<file path="src/rtl/alu_muldiv_seq_pkg.sv">
// Shared CPU encodings: ALU function codes, mul/div op select and the
// sequencer state encoding.
package alu_muldiv_seq_pkg;
  localparam logic [2:0] ALU_AND     = 3'h0;
  localparam logic [2:0] ALU_OR      = 3'h1;
  localparam logic [2:0] ALU_ADD     = 3'h2;
  localparam logic [2:0] ALU_SUB     = 3'h3;
  localparam logic [2:0] ALU_LSHIFT  = 3'h4;
  localparam logic [2:0] ALU_RSHIFTA = 3'h5;
  localparam logic [2:0] ALU_RSHIFTL = 3'h6;
  localparam logic [2:0] ALU_XOR     = 3'h7;

  localparam logic OP_MUL = 1'b0;
  localparam logic OP_DIV = 1'b1;

  typedef enum logic [1:0] {S_IDLE, S_RUN, S_DONE} state_e;
endpackage

</file>
<file path="src/rtl/alu_muldiv_seq.sv">
// Unsigned shift-add multiply / restoring divide that borrows the shared ALU
// for one add or subtract per cycle; all shifting stays in local registers.
module alu_muldiv_seq
  import alu_muldiv_seq_pkg::*;
#(
  parameter int WIDTH = 32
) (
  input  logic             clk_i,
  input  logic             rst_i,
  input  logic             start_i,
  input  logic             op_i,
  input  logic [WIDTH-1:0] a_i,
  input  logic [WIDTH-1:0] b_i,
  input  logic             abort_i,
  output logic             ready_o,
  output logic             done_o,
  output logic [WIDTH-1:0] hi_o,
  output logic [WIDTH-1:0] lo_o,
  output logic             dz_o,
  output logic [WIDTH-1:0] alu_in1_o,
  output logic [WIDTH-1:0] alu_in2_o,
  output logic [2:0]       alu_func_o,
  output logic             alu_c_in_o,
  input  logic [WIDTH-1:0] alu_out_i
);
  localparam int CW = $clog2(WIDTH);

  state_e           state_q, state_d;
  logic             op_q;
  logic [CW-1:0]    cnt_q;
  // hi_acc/lo_acc hold product-hi/multiplier for MUL, remainder/dividend for DIV
  logic [WIDTH-1:0] hi_acc, lo_acc, mcand;
  logic [WIDTH-1:0] shifted, nxt_hi, nxt_lo;
  logic             top, carry, borrow, ok, accept, div_zero;

  assign shifted  = {hi_acc[WIDTH-2:0], lo_acc[WIDTH-1]};
  assign top      = hi_acc[WIDTH-1];
  assign div_zero = (op_i == OP_DIV) && (b_i == '0);
  assign accept   = (state_q == S_IDLE) && start_i && !abort_i;

  assign ready_o    = (state_q == S_IDLE);
  assign done_o     = (state_q == S_DONE) && !abort_i;
  assign alu_c_in_o = 1'b0;

  always_comb begin
    alu_in1_o  = '0;
    alu_in2_o  = '0;
    alu_func_o = ALU_ADD;
    if (state_q == S_RUN) begin
      if (op_q == OP_MUL) begin
        alu_in1_o = hi_acc;
        alu_in2_o = lo_acc[0] ? mcand : '0;
      end else begin
        alu_in1_o  = shifted;
        alu_in2_o  = mcand;
        alu_func_o = ALU_SUB;
      end
    end
  end

  // Carry/borrow recovered from operand and result sign bits
  assign carry  = (alu_in1_o[WIDTH-1] & alu_in2_o[WIDTH-1]) |
                  ((alu_in1_o[WIDTH-1] | alu_in2_o[WIDTH-1]) & ~alu_out_i[WIDTH-1]);
  assign borrow = (~alu_in1_o[WIDTH-1] & alu_in2_o[WIDTH-1]) |
                  ((~alu_in1_o[WIDTH-1] | alu_in2_o[WIDTH-1]) & alu_out_i[WIDTH-1]);
  assign ok     = top | ~borrow;

  always_comb begin
    if (op_q == OP_MUL) begin
      nxt_hi = {carry, alu_out_i[WIDTH-1:1]};
      nxt_lo = {alu_out_i[0], lo_acc[WIDTH-1:1]};
    end else begin
      nxt_hi = ok ? alu_out_i : shifted;
      nxt_lo = {lo_acc[WIDTH-2:0], ok};
    end
  end

  always_comb begin
    state_d = state_q;
    case (state_q)
      S_IDLE: if (accept) state_d = div_zero ? S_DONE : S_RUN;
      S_RUN: begin
        if (abort_i)           state_d = S_IDLE;
        else if (cnt_q == '0)  state_d = S_DONE;
      end
      S_DONE:  state_d = S_IDLE;
      default: state_d = S_IDLE;
    endcase
  end

  always_ff @(posedge clk_i or posedge rst_i) begin
    if (rst_i) begin
      state_q <= S_IDLE;
      op_q    <= OP_MUL;
      cnt_q   <= '0;
      hi_acc  <= '0;
      lo_acc  <= '0;
      mcand   <= '0;
      hi_o    <= '0;
      lo_o    <= '0;
      dz_o    <= 1'b0;
    end else begin
      state_q <= state_d;
      if (accept) begin
        op_q   <= op_i;
        cnt_q  <= CW'(WIDTH - 1);
        hi_acc <= '0;
        lo_acc <= a_i;
        mcand  <= b_i;
        dz_o   <= div_zero;
        if (div_zero) begin
          hi_o <= a_i;
          lo_o <= '1;
        end
      end else if (state_q == S_RUN && !abort_i) begin
        hi_acc <= nxt_hi;
        lo_acc <= nxt_lo;
        cnt_q  <= cnt_q - CW'(1);
        if (cnt_q == '0) begin
          hi_o <= nxt_hi;
          lo_o <= nxt_lo;
        end
      end
    end
  end
endmodule

</file>
<file path="config.mk">
export PLATFORM = sky130hd
export DESIGN_NAME = alu_muldiv_seq
export DESIGN_NICKNAME = d
export VERILOG_FILES = /design/src/rtl/alu_muldiv_seq_pkg.sv /design/src/rtl/alu_muldiv_seq.sv
export SDC_FILE = /design/constraint.sdc
export NUM_CORES = 1
export LEC_CHECK = 0
export BUFFER_PORTS_ARGS = -buffer_cell sky130_fd_sc_hd__buf_2
export CAP_MARGIN = 0
export CORE_ASPECT_RATIO = 1.5
export CORE_UTILIZATION = 54
export DETAILED_ROUTE_END_ITERATION = 8
export PLACE_DENSITY = 0.88
export SLEW_MARGIN = 15
export SYNTH_ARGS = -nofsm -noshare
export SYNTH_HDL_FRONTEND = slang
export SYNTH_SLANG_ARGS = --single-unit
</file>
<file path="constraint.sdc">
create_clock -name clk_i -period 6.7 [get_ports clk_i]
set_clock_uncertainty 0.05 [all_clocks]
set_input_delay 1.005 -clock clk_i [delete_from_list [all_inputs] [get_ports clk_i]]
set_output_delay 1.005 -clock clk_i [all_outputs]
set_load 0.01 [all_outputs]
</file>
# Yosys cells after proc, flatten, opt, wreduce, memory -nomap -nowiden
# Cells that the tools add are included.
# word_totals
regBits	169
latchBits	0
mem_bits_rw	0
rom_bits	0
elab_cells	69
n_memories	0
# op_classes
add_sub_neg	1
mul	0
n_div	0
n_lt_le_gt_ge	0
n_eq_ne	5
n_shift	0
muxes	29
bitwise_logic	12
n_reduce_logical	13
# ops
operator	n
$mux 32	20
$logic_not 32->1	1
$mux 5	2
$mux 2	4
$logic_and 1x1->1	5
$logic_not 5->1	1
$or 1x1->1	5
$sub 5x1->5 const B	1
$and 1x1->1	4
$ne 2x1->1 const B	2
$pmux 2 s2	1
$reduce_bool 2->1	2
$ne 3x2->1 const B	1
$not 1->1	3
$reduce_and 3->1	1
$eq 2x1->1 const B	1
$eq 2x2->1 const B	1
$logic_not 2->1	1
$mux 1	2
$reduce_and 2->1	1
$logic_not 1->1	1

# Depth between registers and ports, before layout
# Gate-level depths: netlist of run 1.
# logic_depth
ltp_word	13
mapped_depth	9

# Worst setup path before layout of run 1
# Ideal clock, no wire load.
# synth_timing
path_kind	register to output
from	reg op_q
to	out alu_in1_o[11]
t_arrival_ps	1741
required_time_ps	5645
setup_slack_ps	3904
stages_incl_launch_ff	6
n_path_buf	3
path_cell_list	dfrtp_1 -> clkbuf_1 -> buf_1 -> clkbuf_1 -> mux2i_1 -> nor2_1
# synth_via
elab_chain_len	2
# synth_lines
item	line	source
start: declaration	alu_muldiv_seq.sv:29	logic op_q;
start signal: assignment	alu_muldiv_seq.sv:105	op_q <= op_i;
$mux 32	alu_muldiv_seq.sv:50	if (op_q == OP_MUL) begin
$mux 32	alu_muldiv_seq.sv:49	if (state_q == S_RUN) begin
end: declaration	alu_muldiv_seq.sv:20	output logic [WIDTH-1:0] alu_in1_o,
# Every way passes these cells.

# Final worst setup path of run 1
# layout_timing
from	reg op_q
to	out alu_func_o[0]
# layout_via
elab_chain_len	2
# layout_lines
item	line	source
$mux 1	alu_muldiv_seq.sv:50	
$mux 1	alu_muldiv_seq.sv:49	
end: declaration	alu_muldiv_seq.sv:22	output logic [2:0] alu_func_o,
# Every way passes these cells.

==> flow_summary_export.csv, run 1 <==
group,metric,value,unit
run_status,status,"complete, no violations",
clock_tree,cts_tree,"done",
floorplanning,dieArea,17200,sq um
clock_tree,cts_sinks,169,
synthesis,yosys_most_used_dff,"dfrtp_1",
routing,routed_wl,26.3,mm
synthesis,synth_cell_types,43,
grt,grtUsageMet1,35.7,%
grt,grt_pass1_vias,7972,
timing,hold_ws,418,ps
hold_path,hold_class,"flip-flop to flip-flop",
pwr,leakage,5.62,nW
synthesis,syn-cell-area,9000,sq um
final_layout,final_layout_size_suffix_gt1_share,25.6,%
setup_path,path_cells,"inv_1, nor2_1, buf_2",
pwr,p_sw,1.05,mW
placement,place_congestion,0.870,
synthesis,synth_seq_cells,169,
pwr,pwr-share-comb,24.7,%
floorplanning,io_pins,236,
routing,drc,0,
timing,tns,0,ps
timing,max_slew.worst_pin.slew,1150,ps
setup_path,worstSetupPathType,"flip-flop to output port",
floorplanning,start_util,55.4,%
timing,fin_ws,2970,ps
final_layout,final-instance-count-excl-fill,1448,
setup_path,critPathRequiredTime,5640,ps
synthesis,synthCells,1052,
clock_tree,postCtsResizedCells,0,
grt,use_met3,5.59,%
floorplanning,rows,57,
placement,numPortBuffers,232,
setup_path,endpoint_kind,"output port",
synthesis,synth-edff-count,0,
synthesis,synthArstFlopShare,100,%
grt,grt-ovfl-total,0,
setup_path,max_stage_delay,1020,ps
grt,use_met2,52.4,%
clock_tree,htreeDepth,4,
final_layout,nNetsFinal,1331,
setup_path,worstPathArrival,2680,ps
clock_tree,clk_latency,430,ps
final_layout,n_fill_cell,1351,
placement,dp.cells,1415,
timing,rsz0062_at_grt,"no",
timing,period_share,55.7,%
synthesis,ys_warn_count,0,
run,drv_cap,0,
pwr,seqPwrFrac,41.4,%
pwr,p_int,2.12,mW
placement,placed_area,10200,sq um
routing,via_count,8618,
pwr,p_clk_share,33.9,%
routing,routed_wire_length_per_instance,18.2,um
timing,relSlewSlack,23.5,%
synthesis,postSynthAreaPerCell,8.56,sq um
clock_tree,numCtsBuffers,17,
timing,finalSetupViolations,0,
grt,grt_pass1_wl,40.9,mm
grt,grtUsageTotal,31.1,%
routing,ant_nets,0,
pwr,switching_share,33.2,%
routing,first_pass_iters,6,
final_layout,fin_area,10800,sq um
clock_tree,cts_max_path_buffers,2,
final_layout,final_util,66.7,%
floorplanning,fp.coreArea,16300,sq um
timing,min_period,3730,ps
setup_path,cp_slowest_cell,"dfrtp_4",
floorplanning,dieWidth,107,um
timing,maxSlewViolCount,0,
grt,grt_antenna_before_repair,1,
clock_tree,cts_setup_buffers,0,
clock_tree,clkSlewWorstSetupHoldPaths,70,ps
setup_path,path_max_fanout,69,
grt,busiest_layer,"met2",
timing,max_freq,268,MHz
synthesis,ys_seq_area_share,47.0,%
clock_tree,postCtsHoldBufs,0,
setup_path,crit_path_start_kind,"flip-flop",
final_layout,areaGrowthSynthToFinish,20.5,%
pwr,p_per_area,292,nW/um^2
pwr,fin_total_pwr,3.17,mW
floorplanning,die_y,160,um
timing,finalHoldViolations,0,
pwr,ir_drop,0.000156,V
grt,grt_max_degree,90,
placement,pre_cts_slack,2380,ps
routing,avgViaCountPerCell,5.95,
routing,drt_iter0_drc,642,
placement,hpwl,18.2,mm
clock_tree,cts-root-buf,"clkbuf_16",
## logic make-up after synthesis
group / synth area share, %
AO/OA/AOI/OAI: 19.8
XOR/XNOR: 0.195
adder cells (fa/ha/maj): 0.389
buffers and inverters: 4.25
flip-flops: 47.0
multiplexers: 7.00
other: 0.0834
AND/OR/NAND/NOR: 21.3
## Yosys cell counts, types with 32 or more instances
library cell,count,area (sq um)
a21oi_1,35,175
a22oi_1,32,240
a31oi_1,33,206
and2_1,32,200
clkbuf_1,64,240
dfrtp_1,169,4230
mux2i_1,63,631
nand2_1,231,867
nor2_1,131,492
nor3_1,35,175
o21ai_0,64,320
## path summary, 6_finish.rpt
check,cells past startpoint,from,to,slack (ps)
worst max register to register,6,state_q[0],hi_o[21],3280
worst max-delay path,3,op_q,alu_func_o[0],2970
worst min register to register,2,mcand[16],mcand[16],420
min in group asynchronous,2,rst_i,hi_acc[25],680
max in group asynchronous,3,rst_i,hi_acc[30],4330
worst min-delay path,2,mcand[16],mcand[16],420
## critical path: cells and delay by family, from the launching register on
family	cells	cell delay, ps
and+or+nand+nor	1	260
buffers and inverters	2	950
DFF	1	1020
## final cells by class
type	count	area [sq um]	share of cell area, %
Tap cell	206	258	2.38
Clock buffer	19	433	3.99
Timing Repair Buffer	245	1260	11.6
Multi-Input combinational cell	790	4430	40.8
Sequential cell	169	4230	39.0
Clock inverter	13	208	1.92
Antenna cell	1	2.50	0.0231
Inverter	5	23.8	0.219
## layer usage
| layer | share of wire (%) | vias up |
|---|---|---|
| met5 | 0 | - |
| met4 | 6.5 | 0 |
| met3 | 6.5 | 94 |
| met2 | 50 | 420 |
| met1 | 37 | 4088 |
| li1 | - | 4016 |
## state kept, by name, summed over array words and instances, names as in the netlist
name     flops
hi_acc      32
dz_o         1
hi_o        32
state_q      2
lo_acc      32
cnt_q        5
lo_o        32
op_q         1
mcand       32
## cell usage in the layout (no fill, tap or decap), types with 2 or more instances in the layout
master / synthesis / routed
bufinv_16: 0 / 4
and2_1: 32 / 31
nor4b_1: 3 / 2
clkbuf_16: 0 / 17
ha_1: 2 / 2
a31oi_1: 33 / 33
nand3_1: 2 / 2
conb_1: 2 / 3
o21ai_0: 64 / 64
nor4_1: 7 / 7
a21oi_1: 35 / 35
clkbuf_1: 64 / 2
o22a_1: 31 / 31
a22oi_1: 32 / 32
buf_2: 6 / 232
buf_4: 6 / 13
inv_6: 0 / 5
mux2i_1: 63 / 63
nand4_1: 2 / 2
nor3_1: 35 / 35
nor2_1: 131 / 129
nand2_1: 231 / 231
inv_8: 0 / 2
dfrtp_1: 169 / 168
inv_1: 5 / 4
a21boi_0: 31 / 31
o21ai_1: 3 / 2
a31o_2: 31 / 31
nor2_2: 0 / 2
## power groups by stage
stage | Clock, mW | Sequential, mW | Combinational (mW)
2_1_floorplan | 0 | 1.26 | 0.588
3_3_place_gp | 0 | 1.32 | 0.756
3_5_place_dp | 0 | 1.33 | 0.777
4_1_cts | 1.09 | 1.31 | 0.785
5_1_grt | 1.13 | 1.33 | 0.873
6_report | 1.07 | 1.31 | 0.784
Note: power is estimated with default switching activity, not from simulation.
==> inputs of run 2 (changes only) <==
==> constraint.sdc (replaced) <==
create_clock -name clk_i -period 3.6 [get_ports clk_i]
set_clock_uncertainty 0.05 [all_clocks]
set_input_delay 0.54 -clock clk_i [delete_from_list [all_inputs] [get_ports clk_i]]
set_output_delay 0.54 -clock clk_i [all_outputs]
set_load 0.01 [all_outputs]
==> run 2 against run 1 <==
Total power increased by 87%. Critical endpoint is now alu_in1_o[31]. Die area stayed put. Critical path type unchanged. Setup slack lost 2300 ps. Clock power grew 83%.
==> flow_summary_export.csv, run 2 (synthesized netlist as in run 1, its figures left out) <==
group,metric,value,unit
run_status,status,"complete, no violations",
timing,max_freq,342,MHz
clock_tree,cts-root-buf,"clkbuf_16",
setup_path,crit_path_start_kind,"flip-flop",
setup_path,path_max_fanout,63,
floorplanning,start_util,55.4,%
floorplanning,dieArea,17200,sq um
grt,grt-ovfl-total,0,
timing,finalSetupViolations,0,
final_layout,nNetsFinal,1338,
final_layout,final_common_cell,"buf_2",
grt,grt_max_degree,89,
routing,via_count,8795,
grt,grtUsageTotal,33.1,%
routing,first_pass_iters,6,
clock_tree,postCtsHoldBufs,0,
pwr,leakage,5.68,nW
routing,ant_nets,0,
floorplanning,fp.coreArea,16300,sq um
placement,place_congestion,0.858,
clock_tree,postCtsResizedCells,0,
grt,grt_pass1_vias,8310,
setup_path,endpoint_kind,"output port",
timing,min_period,2930,ps
floorplanning,io_pins,236,
clock_tree,clk_latency,430,ps
setup_path,path_cells,"buf_12, mux2i_1, nor2_1, buf_2",
setup_path,worst-path-buf-inv,2,
setup_path,worstSetupPathType,"flip-flop to output port",
final_layout,final_layout_size_suffix_gt1_share,26.0,%
timing,maxSlewViolCount,0,
final_layout,areaGrowthSynthToFinish,21.8,%
timing,max_slew.worst_pin.slew,1120,ps
setup_path,worstPathArrival,2340,ps
clock_tree,cts_setup_buffers,0,
pwr,fin_total_pwr,5.91,mW
clock_tree,clkSlewWorstSetupHoldPaths,60,ps
clock_tree,cts_sinks,169,
clock_tree,htreeDepth,4,
timing,finalHoldViolations,0,
timing,rsz0062_at_grt,"no",
pwr,p_per_area,539,nW/um^2
timing,relSlewSlack,25.2,%
clock_tree,numCtsBuffers,17,
clock_tree,cts_max_path_buffers,2,
setup_path,max_stage_delay,860,ps
pwr,ir_drop,0.000309,V
setup_path,cp_slowest_cell,"dfrtp_4",
routing,drt_iter0_drc,701,
floorplanning,dieWidth,107,um
setup_path,critPathRequiredTime,3010,ps
final_layout,n_fill_cell,1318,
routing,routed_wire_length_per_instance,19.2,um
grt,grt_antenna_before_repair,2,
final_layout,layout_common_cells,"buf_2, nand2_1, dfrtp_1",
hold_path,hold_class,"input port to async pin",
setup_path,critical_path.top_delay_family,"flip-flops",
timing,period_share,81.3,%
placement,hpwl,19.5,mm
floorplanning,die_y,160,um
grt,grt_pass1_wl,43.3,mm
floorplanning,rows,57,
routing,routed_wl,27.9,mm
placement,numPortBuffers,232,
run,drv_cap,0,
timing,tns,0,ps
clock_tree,cts_tree,"done",
routing,drc,0,
routing,avgViaCountPerCell,6.04,
[run 2: cell types whose count changed in the layout (fill, tap and decap cells not counted), moves of 2 or more]
cell | before | now
buf_12 | 0 | 6
clkbuf_8 | 0 | 4
clkinvlp_4 | 0 | 2
inv_6 | 5 | 2
[run 2: worst register-to-register path, stage by stage, from the launching register on]
cell and delay (ps):
dfrtp_1 420, inv_1 100, ha_1 160, nor4b_1 630
and2_1 220, buf_4 350, or2_2 200, buf_4 370
a31oi_1 160
[run 2: layout make-up]
| type | count | area [sq um] | share of cell area [%] |
|---|---|---|---|
| antenna | 2 | 5.00 | 0.0456 |
| clock buffer | 22 | 484 | 4.41 |
| clock inverter | 10 | 155 | 1.41 |
| inverter | 5 | 22.5 | 0.205 |
| multi-input combinational | 790 | 4420 | 40.3 |
| sequential | 169 | 4230 | 38.6 |
| tap | 206 | 258 | 2.35 |
| timing repair buffer | 252 | 1390 | 12.6 |
[run 2: report_power, final]
| group | leakage (nW) | total [mW] | switching [mW] | internal, mW |
|---|---|---|---|---|
| combinational | 3.17 | 1.50 | 0.891 | 0.614 |
| sequential | 2.20 | 2.44 | 0.282 | 2.16 |
| clock | 0.311 | 1.96 | 0.781 | 1.18 |
| total | 5.68 | 5.91 | 1.95 | 3.96 |
[run 2: metrics by stage]
stage                     setup slack, ps  hold slack [ps]  instances  util (%)  instance area (sq um)
final                                 673             8.06       1456      67.5                  11000
after global routing                  577             17.9       1456      67.5                  11000
after CTS                             682             7.26       1454      67.4                  11000
after detailed placement              879              404       1422      63.5                  10300
after global placement                962              398       1422      63.5                  10300
after floorplan                       855              387       1053         -                   9010
[run 2: layer usage]
metal	track usage [%]	vias up	part of all wire (%)
met5	0	-	0
met4	23.8	0	7.0
met3	6.69	112	7.0
met2	56.5	471	51
met1	36.0	4198	35
li1	-	4014	-
[run 2: final timing paths]
| check | from | to | slack [ps] | cells past startpoint |
|---|---|---|---|---|
| setup / recovery | op_q | alu_in1_o[31] | 670 | 4 |
| hold / removal | rst_i | mcand[29] | 8 | 2 |
| setup reg to reg | cnt_q[0] | lo_o[0] | 790 | 8 |
| hold reg to reg | mcand[11] | mcand[11] | 420 | 2 |
| max in group asynchronous | rst_i | op_q | 2650 | 3 |
| min in group clk_i | b_i[18] | mcand[18] | 260 | 3 |
